--- src/rtl/coarse_gain_pkg.sv ---
// -----------------------------------------------------------------------------
// coarse_gain_pkg
// Shared constants and helpers for the multi-channel coarse-gain limiter.
//   - default configuration values used as the top-level parameter defaults
//   - internal datapath width (input shifted by the largest gain + guard bit)
//   - saturation limits for a signed OUTPUT_WIDTH result
//   - gain clamp helper
// -----------------------------------------------------------------------------
package coarse_gain_pkg;

  localparam int CG_NUM_CHANNELS    = 2;
  localparam int CG_INPUT_WIDTH     = 16;
  localparam int CG_OUTPUT_WIDTH    = 14;
  localparam int CG_MAX_LOG2_GAIN   = 7;
  localparam int CG_WIDTH_LOG2_GAIN = 3;
  localparam int CG_SAT_CNT_WIDTH   = 16;

  // Width that holds any input shifted by the largest gain, plus one guard bit
  function automatic int cg_int_width(input int iw, input int max_g);
    return iw + max_g + 1;
  endfunction

  // Largest positive value representable in a signed ow-bit word
  function automatic longint cg_sat_max(input int ow);
    return (64'sd1 <<< (ow - 1)) - 64'sd1;
  endfunction

  // Most negative value representable in a signed ow-bit word
  function automatic longint cg_sat_min(input int ow);
    return -(64'sd1 <<< (ow - 1));
  endfunction

  // Requests above the permitted maximum shift are pulled down to it
  function automatic int unsigned cg_clamp_gain(input int unsigned req,
                                                input int unsigned max_g);
    if (req > max_g) begin
      return max_g;
    end else begin
      return req;
    end
  endfunction

  localparam int     CG_INT_WIDTH = cg_int_width(CG_INPUT_WIDTH, CG_MAX_LOG2_GAIN);
  localparam longint CG_SAT_MAX   = cg_sat_max(CG_OUTPUT_WIDTH);
  localparam longint CG_SAT_MIN   = cg_sat_min(CG_OUTPUT_WIDTH);

endpackage

--- src/rtl/coarse_gain_limiter_mc_lane.sv ---
// -----------------------------------------------------------------------------
// gain_limiter_lane
// One channel of the coarse-gain limiter: two register stages.
//   stage 1: sign-extended sample shifted left by the (clamped) gain, plus the
//            rounding increment flag
//   stage 2: add rounding half-LSB, drop the S = IW-OW fraction bits, saturate
// Ports:
//   clk_i, rst_i      clock, asynchronous active-high reset
//   s1_load_i         sample present at stage-1 input (valid_i)
//   s2_load_i         stage 1 holds a valid sample
//   x_i               signed input sample
//   gain_i            already-clamped log2 gain for this sample
//   round_en_i        1 = round half up, 0 = floor
//   data_o, sat_o     registered result and saturation flag (held when idle)
//   sat_nxt_o         saturation flag about to be registered into sat_o
// -----------------------------------------------------------------------------
module gain_limiter_lane
  import coarse_gain_pkg::*;
#(
  parameter int IW   = CG_INPUT_WIDTH,
  parameter int OW   = CG_OUTPUT_WIDTH,
  parameter int MAXG = CG_MAX_LOG2_GAIN,
  parameter int GW   = CG_WIDTH_LOG2_GAIN
) (
  input  logic          clk_i,
  input  logic          rst_i,
  input  logic          s1_load_i,
  input  logic          s2_load_i,
  input  logic [IW-1:0] x_i,
  input  logic [GW-1:0] gain_i,
  input  logic          round_en_i,
  output logic [OW-1:0] data_o,
  output logic          sat_o,
  output logic          sat_nxt_o
);

  localparam int W       = cg_int_width(IW, MAXG);
  localparam int S       = IW - OW;
  localparam int RND_POS = (S > 0) ? (S - 1) : 0;

  localparam logic signed [W-1:0] LIM_HI  = W'(cg_sat_max(OW));
  localparam logic signed [W-1:0] LIM_LO  = W'(cg_sat_min(OW));
  localparam logic signed [W-1:0] RND_ONE = {{(W-1){1'b0}}, 1'b1} << RND_POS;

  logic signed [W-1:0]  w_x_ext;
  logic signed [W-1:0]  w_shift;
  logic                 w_inc;
  logic signed [W-1:0]  w_sum;
  logic signed [W-1:0]  w_y;
  logic [OW-1:0]        w_data_nxt;
  logic                 w_sat_nxt;

  logic signed [W-1:0]  r_shift;
  logic                 r_inc;

  assign w_x_ext = {{(W-IW){x_i[IW-1]}}, x_i};
  assign w_shift = w_x_ext <<< gain_i;
  // With g >= S the shifted value has no fraction bits, so no increment
  assign w_inc   = round_en_i & (int'(gain_i) < S);

  // Stage 1: capture shifted value and rounding decision with the sample
  always_ff @(posedge clk_i or posedge rst_i) begin
    if (rst_i) begin
      r_shift <= {W{1'b0}};
      r_inc   <= 1'b0;
    end else if (s1_load_i) begin
      r_shift <= w_shift;
      r_inc   <= w_inc;
    end
  end

  // The guard bit makes the half-LSB add overflow-free, so a rounding carry
  // past the output range is caught by the saturation compare below.
  assign w_sum = r_shift + (r_inc ? RND_ONE : {W{1'b0}});
  assign w_y   = w_sum >>> S;

  // Saturate the requantised value into the signed output range
  always_comb begin
    w_data_nxt = w_y[OW-1:0];
    w_sat_nxt  = 1'b0;
    if (w_y > LIM_HI) begin
      w_data_nxt = LIM_HI[OW-1:0];
      w_sat_nxt  = 1'b1;
    end else if (w_y < LIM_LO) begin
      w_data_nxt = LIM_LO[OW-1:0];
      w_sat_nxt  = 1'b1;
    end else begin
      w_data_nxt = w_y[OW-1:0];
      w_sat_nxt  = 1'b0;
    end
  end

  // Stage 2: register result; hold the last value between valid samples
  always_ff @(posedge clk_i or posedge rst_i) begin
    if (rst_i) begin
      data_o <= {OW{1'b0}};
      sat_o  <= 1'b0;
    end else if (s2_load_i) begin
      data_o <= w_data_nxt;
      sat_o  <= w_sat_nxt;
    end
  end

  assign sat_nxt_o = w_sat_nxt;

endmodule

--- src/rtl/coarse_gain_limiter_mc.sv ---
// -----------------------------------------------------------------------------
// coarse_gain_limiter_mc
// Multi-channel pipelined coarse gain (x * 2**g) with requantisation to
// OUTPUT_WIDTH, truncate/round selection and saturation. Owns the active gain
// registers, the valid pipeline, per-channel saturation counters and sticky
// flags; the per-channel datapath lives in gain_limiter_lane.
// Ports:
//   clk_i, rst_i     clock, asynchronous active-high reset
//   valid_i          input strobe shared by all channels
//   data_i           packed signed samples, channel k at [k*IW +: IW]
//   gain_i           packed requested log2 gains (shadow)
//   gain_load_i      copy gain_i into active gains at this clock edge
//   round_en_i       1 = round half up, 0 = floor
//   cnt_clr_i        clear counters and sticky flags (wins over increment)
//   valid_o          output strobe, two cycles after valid_i
//   data_o, sat_o    packed results and per-sample saturation flags
//   sat_sticky_o     per-channel sticky saturation flags
//   sat_cnt_o        per-channel saturating event counters
// -----------------------------------------------------------------------------
module coarse_gain_limiter_mc
  import coarse_gain_pkg::*;
#(
  parameter int NUM_CHANNELS    = CG_NUM_CHANNELS,
  parameter int INPUT_WIDTH     = CG_INPUT_WIDTH,
  parameter int OUTPUT_WIDTH    = CG_OUTPUT_WIDTH,
  parameter int MAX_LOG2_GAIN   = CG_MAX_LOG2_GAIN,
  parameter int WIDTH_LOG2_GAIN = CG_WIDTH_LOG2_GAIN,
  parameter int SAT_CNT_WIDTH   = CG_SAT_CNT_WIDTH
) (
  input  logic                                  clk_i,
  input  logic                                  rst_i,
  input  logic                                  valid_i,
  input  logic [NUM_CHANNELS*INPUT_WIDTH-1:0]     data_i,
  input  logic [NUM_CHANNELS*WIDTH_LOG2_GAIN-1:0] gain_i,
  input  logic                                  gain_load_i,
  input  logic                                  round_en_i,
  input  logic                                  cnt_clr_i,
  output logic                                  valid_o,
  output logic [NUM_CHANNELS*OUTPUT_WIDTH-1:0]    data_o,
  output logic [NUM_CHANNELS-1:0]                 sat_o,
  output logic [NUM_CHANNELS-1:0]                 sat_sticky_o,
  output logic [NUM_CHANNELS*SAT_CNT_WIDTH-1:0]   sat_cnt_o
);

  localparam int NC = NUM_CHANNELS;
  localparam int GW = WIDTH_LOG2_GAIN;
  localparam int CW = SAT_CNT_WIDTH;

  logic [NC*GW-1:0]        r_gain;
  logic                    r_v1;
  logic                    r_valid;
  logic [NC-1:0]           r_sticky;
  logic [NC-1:0][CW-1:0]   r_cnt;
  logic [NC-1:0]           w_sat_nxt;
  logic [NC-1:0][GW-1:0]   w_gain_cl;

  // Active gain registers; a sample in the load cycle still sees the old gain
  always_ff @(posedge clk_i or posedge rst_i) begin
    if (rst_i) begin
      r_gain <= {(NC*GW){1'b0}};
    end else if (gain_load_i) begin
      r_gain <= gain_i;
    end
  end

  // Valid pipeline, advances every cycle
  always_ff @(posedge clk_i or posedge rst_i) begin
    if (rst_i) begin
      r_v1    <= 1'b0;
      r_valid <= 1'b0;
    end else begin
      r_v1    <= valid_i;
      r_valid <= r_v1;
    end
  end

  genvar k;
  generate
    for (k = 0; k < NC; k++) begin : g_lane
      assign w_gain_cl[k] = GW'(cg_clamp_gain(int'(r_gain[k*GW +: GW]),
                                              int'(MAX_LOG2_GAIN)));

      gain_limiter_lane #(
        .IW   (INPUT_WIDTH),
        .OW   (OUTPUT_WIDTH),
        .MAXG (MAX_LOG2_GAIN),
        .GW   (GW)
      ) u_lane (
        .clk_i      (clk_i),
        .rst_i      (rst_i),
        .s1_load_i  (valid_i),
        .s2_load_i  (r_v1),
        .x_i        (data_i[k*INPUT_WIDTH +: INPUT_WIDTH]),
        .gain_i     (w_gain_cl[k]),
        .round_en_i (round_en_i),
        .data_o     (data_o[k*OUTPUT_WIDTH +: OUTPUT_WIDTH]),
        .sat_o      (sat_o[k]),
        .sat_nxt_o  (w_sat_nxt[k])
      );
    end
  endgenerate

  // Counters and sticky flags update on the same edge that registers sat_o,
  // so they line up with the output sample that saturated.
  always_ff @(posedge clk_i or posedge rst_i) begin
    if (rst_i) begin
      r_cnt    <= '{default: {CW{1'b0}}};
      r_sticky <= {NC{1'b0}};
    end else begin
      for (int i = 0; i < NC; i++) begin
        if (cnt_clr_i) begin
          r_cnt[i]    <= {CW{1'b0}};
          r_sticky[i] <= 1'b0;
        end else if (r_v1 && w_sat_nxt[i]) begin
          r_sticky[i] <= 1'b1;
          if (r_cnt[i] != {CW{1'b1}}) begin
            r_cnt[i] <= r_cnt[i] + {{(CW-1){1'b0}}, 1'b1};
          end
        end
      end
    end
  end

  assign valid_o      = r_valid;
  assign sat_sticky_o = r_sticky;
  assign sat_cnt_o    = r_cnt;

endmodule

--- config.mk ---
export PLATFORM = sky130hd
export DESIGN_NAME = coarse_gain_limiter_mc
export DESIGN_NICKNAME = d
export VERILOG_FILES = /design/src/rtl/coarse_gain_pkg.sv /design/src/rtl/coarse_gain_limiter_mc_lane.sv /design/src/rtl/coarse_gain_limiter_mc.sv
export SDC_FILE = /design/constraint.sdc
export NUM_CORES = 1
export LEC_CHECK = 0
export ABC_AREA = 1
export CAP_MARGIN = 25
export CORE_ASPECT_RATIO = 1.4
export CORE_MARGIN = 3
export CORE_UTILIZATION = 45
export CTS_BUF_LIST = sky130_fd_sc_hd__clkbuf_4
export DETAILED_ROUTE_END_ITERATION = 8
export PLACE_DENSITY_LB_ADDON = 0.15
export SYNTH_ARGS = -nofsm -noshare
export SYNTH_HDL_FRONTEND = slang
export SYNTH_HIERARCHICAL = 1
export SYNTH_SLANG_ARGS = --single-unit
--- constraint.sdc ---
create_clock -name clk_i -period 2.2 [get_ports clk_i]
set_input_delay 0.44 -clock clk_i [delete_from_list [all_inputs] [get_ports clk_i]]
set_output_delay 0.44 -clock clk_i [all_outputs]
set_load 0.005 [all_outputs]
==> flow_summary.toml, run 1 <==
[detailed_routing]
ant_nets = 0
drt-total-wl_um = 20400
drtIter0Drc = 472
vias_per_cell = 5.03
first_pass_iters = 5
wl_per_cell_um = 13.3
detailroute.via_count = 7684
drc = 0

[yosys]
synth-edff-count = 0
ys_warn_count = 6
syn_nets = 1180
ys.flop_type = "dfrtp_1"
synth_cells = 1134
seq_area_frac_synth_pct = 38.1
syn_avg_cell_area_um2 = 6.83
synth-seq-cells = 118
ys_types = 34
syn-cell-area_um2 = 7740
async_flop_share_pct = 100

[setup_path]
path_cells = "nand2_1, nor2_2, nand2_2, nor2_4, nand2_1, xor2_2, nor2_1, nand2_2, nand2_4, nand2_4, nand2_4, nand2_8, nand2_4, nand2_1, o21ai_0"
cp-end-kind = "register"
cp_common_cell = "nand2_4"
required_ns = 2.64
reg2reg_from = "g_lane[1].u_lane/r_shift[11]"
crit_family = "simple AND/OR/NAND/NOR gates"
arrival_ns = 2.60
critPathSlowestCell = "dfrtp_1"
path_max_fanout = 5
critPathMaxStageDelay_ns = 0.46
critPathLaunchType = "register"
worstSetupPathType = "reg2reg"
cp_num_buf_inv = 0
crit_start = "g_lane[1].u_lane/r_shift[11]"

[final_layout]
postLayoutCellArea_um2 = 10000
fillCellCount = 1577
finalNetCount = 1356
stdcell_count = 1527
final_common_cell = "nand2_1"
layout_common_cells = "nand2_1 (459), dfrtp_1 (113), clkdlybuf4s50_1 (108)"
drive_gt1_share_pct = 18.3
area_delta_synth_final_pct = 29.6

[run_status]
status = "finished clean"

[floorplanning]
die_w_um = 117
io_pins = 109
dieArea_um2 = 18800
fp-row-count = 56
die_y_um = 161
initial_core_util_pct = 46.0
fp.coreArea_um2 = 16800

[sta]
fin_crit_sh_pct = 98.1
tightest_slew_ns = 0.475
rsz0062_at_grt = "true"
maxSlewViolCount = 0
skew_ns = 0.0178
hold_viol = 0
post-route-min-period_ns = 2.16
finalSetupViolCount = 0
relSlewSlack_pct = 68.3
max_freq_mhz = 463

[clocking]
clk_latency_ns = 0.54
htree_levels = 4
clock-root-buffer = "clkbuf_4"
clk_pin_slew_ns = 0.11
numCtsBuffers = 17
cts_tree = "built"
cts_hold_buffers = 0
cts_sinks = 118
clock_tree.buffer_depth = 2

[placed_design]
gp_congestion = 0.874
hpwl_um = 15000
dpl.cell_count = 1461
io_buffers = 108
place_area_um2 = 9260

[pwr]
finalPower_uw = 6000
p_per_area_nw_per_um2 = 598
leakage_uw = 0.00480
ir_drop_v = 0.000364

[global_route]
antenna_found_initial = 1
grt_pass1_wl_um = 32800
grt_pass1_vias = 7102
grt_use_total_pct = 21.4
grt_overflow = 0
grt_max_degree = 43

[hold_path]
worstHoldPathType = "in2async"

[run]
maxCapViolCount = 0
metal layers:
metal,track usage (%),part of all wire [%]
met2,36.6,51
met1,27.1,43
met5,0,0
met3,3.41,4.3
met4,7.20,2.0
timing repair:
action                                 4_1_cts  5_1_grt
cloned                                       1        3
endpoints found under the hold margin        0        0
pin swaps                                    2       36
setup endpoints to repair                   22       50
gates resized for setup                      9       76
setup buffers                                3       27
layout make-up:
type,instances,area (um2),area share [%]
clock inverter,14,139,1.38
timing repair buffer,186,1690,16.8
sequential,118,2960,29.5
clock buffer,18,135,1.35
inverter,107,402,4.00
multi-input combinational,880,4450,44.4
tap,203,254,2.53
antenna,1,2.50,0.0250
synth_stat cells, types with 6 or more instances:
cell type | count | share of area [%]
nand2_4 | 6 | 0.87
inv_1 | 100 | 4.8
nand2_1 | 486 | 24
nand2_2 | 34 | 2.7
nor2_2 | 15 | 1.2
o221ai_1 | 22 | 2.5
xor2_1 | 25 | 2.8
xnor2_1 | 8 | 0.91
clkbuf_1 | 24 | 1.2
mux2_2 | 6 | 0.87
nor2_4 | 11 | 1.6
dfrtp_1 | 118 | 38
o211ai_1 | 12 | 1.2
o21ai_0 | 70 | 4.5
nand4_1 | 10 | 0.81
nand3_1 | 60 | 3.9
nor2_1 | 87 | 4.2
flip-flops by register name, indices dropped and copies added, names as in the netlist:
| register | flops |
|---|---|
| r_gain | 6 |
| sat_cnt_o | 32 |
| g_lane.u_lane/sat_o | 2 |
| g_lane.u_lane/r_shift | 44 |
| r_v1 | 1 |
| valid_o | 1 |
| g_lane.u_lane/r_inc | 2 |
| sat_sticky_o | 2 |
| g_lane.u_lane/data_o | 28 |
final timing paths:
kind	to	slack, ns	cells after the start
hold / removal	r_gain[1]	0.28	3
max in group asynchronous	g_lane[1].u_lane/r_shift[9]	1.47	3
min in group clk_i	g_lane[1].u_lane/data_o[9]	0.49	2
setup / recovery	sat_cnt_o[20]	0.04	15
hold reg to reg	g_lane[1].u_lane/data_o[9]	0.49	2
setup reg to reg	sat_cnt_o[20]	0.04	15
cells by family (layout without fill, tap and decap cells):
group | Yosys count | count (layout) | share of synthesized area (%)
xor+xnor | 33 | 33 | 3.73
flops | 118 | 118 | 38.1
other cells | 0 | 1 | 0
simple gates | 717 | 721 | 39.6
buf+inv | 140 | 325 | 7.74
fa+ha+maj | 2 | 2 | 0.323
compound gates | 116 | 116 | 9.31
mux | 8 | 8 | 1.13
power breakdown:
group	total (uW)	switching [uW]	internal [uW]
Combinational	1720	919	797
Sequential	2680	261	2420
Clock	1600	834	770
worst register-to-register path, cell delays in order, from the launching register on:
cell and delay [ns]:
dfrtp_1 0.46, nand2_1 0.11, nor2_2 0.17, nand2_2 0.08, nor2_4 0.15, nand2_1 0.11
xor2_2 0.17, nor2_1 0.13, nand2_2 0.08, nand2_4 0.07, nand2_4 0.07, nand2_4 0.12
nand2_8 0.09, nand2_4 0.11, nand2_1 0.06, o21ai_0 0.09
stage by stage:
step	hold WS, ns	utilization [%]	setup TNS (ns)	setup slack (ns)
2_1_floorplan	0.471	-	0	0.120
3_3_place_gp	0.452	55.1	-0.196	-0.0565
3_5_place_dp	0.455	55.1	-0.463	-0.0896
4_1_cts	0.254	57.0	0	0.00432
5_1_grt	0.265	59.6	-2.63	-0.119
6_report	0.284	59.6	0	0.0424
Note: power is estimated with default switching activity, not from simulation.
==> inputs of run 2 (changes only) <==
--- a/config.mk
+++ b/config.mk
@@ -9,7 +9,7 @@
 export CAP_MARGIN = 25
 export CORE_ASPECT_RATIO = 1.4
 export CORE_MARGIN = 3
-export CORE_UTILIZATION = 45
+export CORE_UTILIZATION = 52
 export CTS_BUF_LIST = sky130_fd_sc_hd__clkbuf_4
 export DETAILED_ROUTE_END_ITERATION = 8
 export PLACE_DENSITY_LB_ADDON = 0.15
==> run 2 against run 1 <==
Clock-buffer cell count rose by 1. Highest routed layer unchanged. Total power rose by 3.8%. Sequential share of layout area barely moved. Clock power rose by 14%. Critical endpoint is now sat_cnt_o[25]. Cell area rose by 0.17%. Die area fell by 13%. Clock skew barely moved. Via count rose by 2.3%. First-iteration DRC count fell by 5.1%. Maximum frequency barely moved.
==> flow_summary.toml, run 2 (same netlist as run 1, synthesis figures left out) <==
[setup_path]
reg2reg_depth = 16
regToRegSetupSlack_ns = 0.04
critPathSlowestCell = "dfrtp_1"
cp-end-kind = "register"
critPathLaunchType = "register"
path_max_fanout = 4
path_cells = "nand2_1, nor2_1, nand2_1, nor2_1, nand2_1, nand2_2, nand2_1, nor2_1, nand4_1, nand2_2, nand2_4, nand2_8, nand2_8, nand2_8, nand2_1, o21ai_1"
reg2reg_from = "g_lane[1].u_lane/r_shift[10]"
crit_start = "g_lane[1].u_lane/r_shift[10]"
worstSetupPathType = "reg2reg"
critPathMaxStageDelay_ns = 0.42
reg2reg_to = "sat_cnt_o[25]"
arrival_ns = 2.63
required_ns = 2.67
cp_common_cell = "nand2_1"

[clocking]
cts_hold_buffers = 0
htree_levels = 4
clock-root-buffer = "clkbuf_4"
cts_sinks = 118
clk_pin_slew_ns = 0.10
cts_tree = "built"
clk_latency_ns = 0.55
numCtsBuffers = 17
clock_tree.buffer_depth = 2

[detailed_routing]
first_pass_iters = 5
drtIter0Drc = 448
routed.top_layer = "met4"
drc = 0
wl_met2_um = 11000
drt-total-wl_um = 21000
wl_per_cell_um = 14.0
wl_met1_um = 8410
ant_nets = 0
detailroute.via_count = 7864
wl_met3_um = 837
vias_per_cell = 5.23

[sta]
fin_crit_sh_pct = 98.2
maxSlewViolCount = 0
finalSetupViolCount = 0
rsz0062_at_grt = "true"
skew_ns = 0.0174
post-route-min-period_ns = 2.16
relSlewSlack_pct = 56.4
hold_viol = 0
hold_slack_ns = 0.286
max_freq_mhz = 463
tightest_slew_ns = 0.653

[floorplanning]
fp-row-count = 52
io_pins = 109
dieArea_um2 = 16400
die_w_um = 109
fp.coreArea_um2 = 14500
initial_core_util_pct = 53.4
die_y_um = 150

[placed_design]
gp_congestion = 0.970
place_area_um2 = 9210
dpl.cell_count = 1443
hpwl_um = 15500
io_buffers = 108

[run_status]
status = "finished clean"

[final_layout]
stdcell_count = 1505
multi_input_comb_area_um2 = 4500
finalNetCount = 1348
fillCellCount = 1249
final_common_cell = "nand2_1"
fin_util_pct = 69.2
top_register = "g_lane.u_lane/r_shift"
drive_gt1_share_pct = 18.4
seqCellArea_um2 = 2960
area_delta_synth_final_pct = 29.8
postLayoutCellArea_um2 = 10000
largest_reg_flops = 44
layout_common_cells = "nand2_1 (456), dfrtp_1 (111), clkdlybuf4s50_1 (108)"

[hold_path]
worstHoldPathType = "in2async"

[global_route]
grt_pass1_wl_um = 33900
grt_max_degree = 39
antenna_found_initial = 1
grt_pass1_vias = 7374
grt_use_total_pct = 25.8
grt_overflow = 0

[pwr]
leakage_uw = 0.00479
finalPower_uw = 6220
ir_drop_v = 0.000313
p_per_area_nw_per_um2 = 619

[run]
maxCapViolCount = 0
-- run 2: cell type report --
cell class / instances / area share, %
Tap cell: 189 / 2.35
Clock buffer: 19 / 1.42
Timing Repair Buffer: 177 / 16.0
Clock inverter: 13 / 1.84
Inverter: 107 / 4.02
Sequential cell: 118 / 29.5
Multi-Input combinational cell: 881 / 44.8
Antenna cell: 1 / 0.0249
-- run 2: worst max path at each step --
| stage | depth (start not counted) | end |
|---|---|---|
| global placement | 16 | sat_cnt_o[9] |
| CTS | 14 | sat_cnt_o[13] |
| finish | 16 | sat_cnt_o[25] |
| global route | 16 | sat_cnt_o[4] |
| floorplan | 19 | sat_cnt_o[18] |
| detailed placement | 16 | sat_cnt_o[11] |
-- run 2: timing repair --
item | in CTS | in global routing
setup buffers | 0 | 25
gates cloned | 0 | 5
pin swaps | 1 | 26
gates resized for setup | 2 | 96
setup endpoints to repair | 4 | 50
-- run 2: power breakdown --
group / total, uW / leakage [uW] / switching, uW / internal [uW]
combinational: 1720 / 0.00312 / 949 / 772
clock: 1830 / 0.000180 / 811 / 1020
sequential: 2670 / 0.00148 / 255 / 2420
total: 6220 / 0.00479 / 2020 / 4210
-- run 2: layer usage --
| layer | track usage (%) | vias up |
|---|---|---|
| li1 | - | 3938 |
| met1 | 30.5 | 3640 |
| met2 | 46.1 | 230 |
| met3 | 3.78 | 56 |
| met4 | 11.1 | 0 |
| met5 | 0 | - |
-- run 2: through the flow --
step                      setup TNS, ns  worst slack, ns
after floorplan                       0            0.120
after global placement                0           0.0534
after detailed placement              0          0.00166
after CTS                      -0.00535         -0.00535
after global routing              -3.45           -0.130
final                                 0           0.0405
-- run 2: critical path: cells and delay by family, from the launching register on --
family | cells | cell delay (ns)
compound gates | 1 | 0.07
simple gates | 15 | 1.62
flops | 1 | 0.42
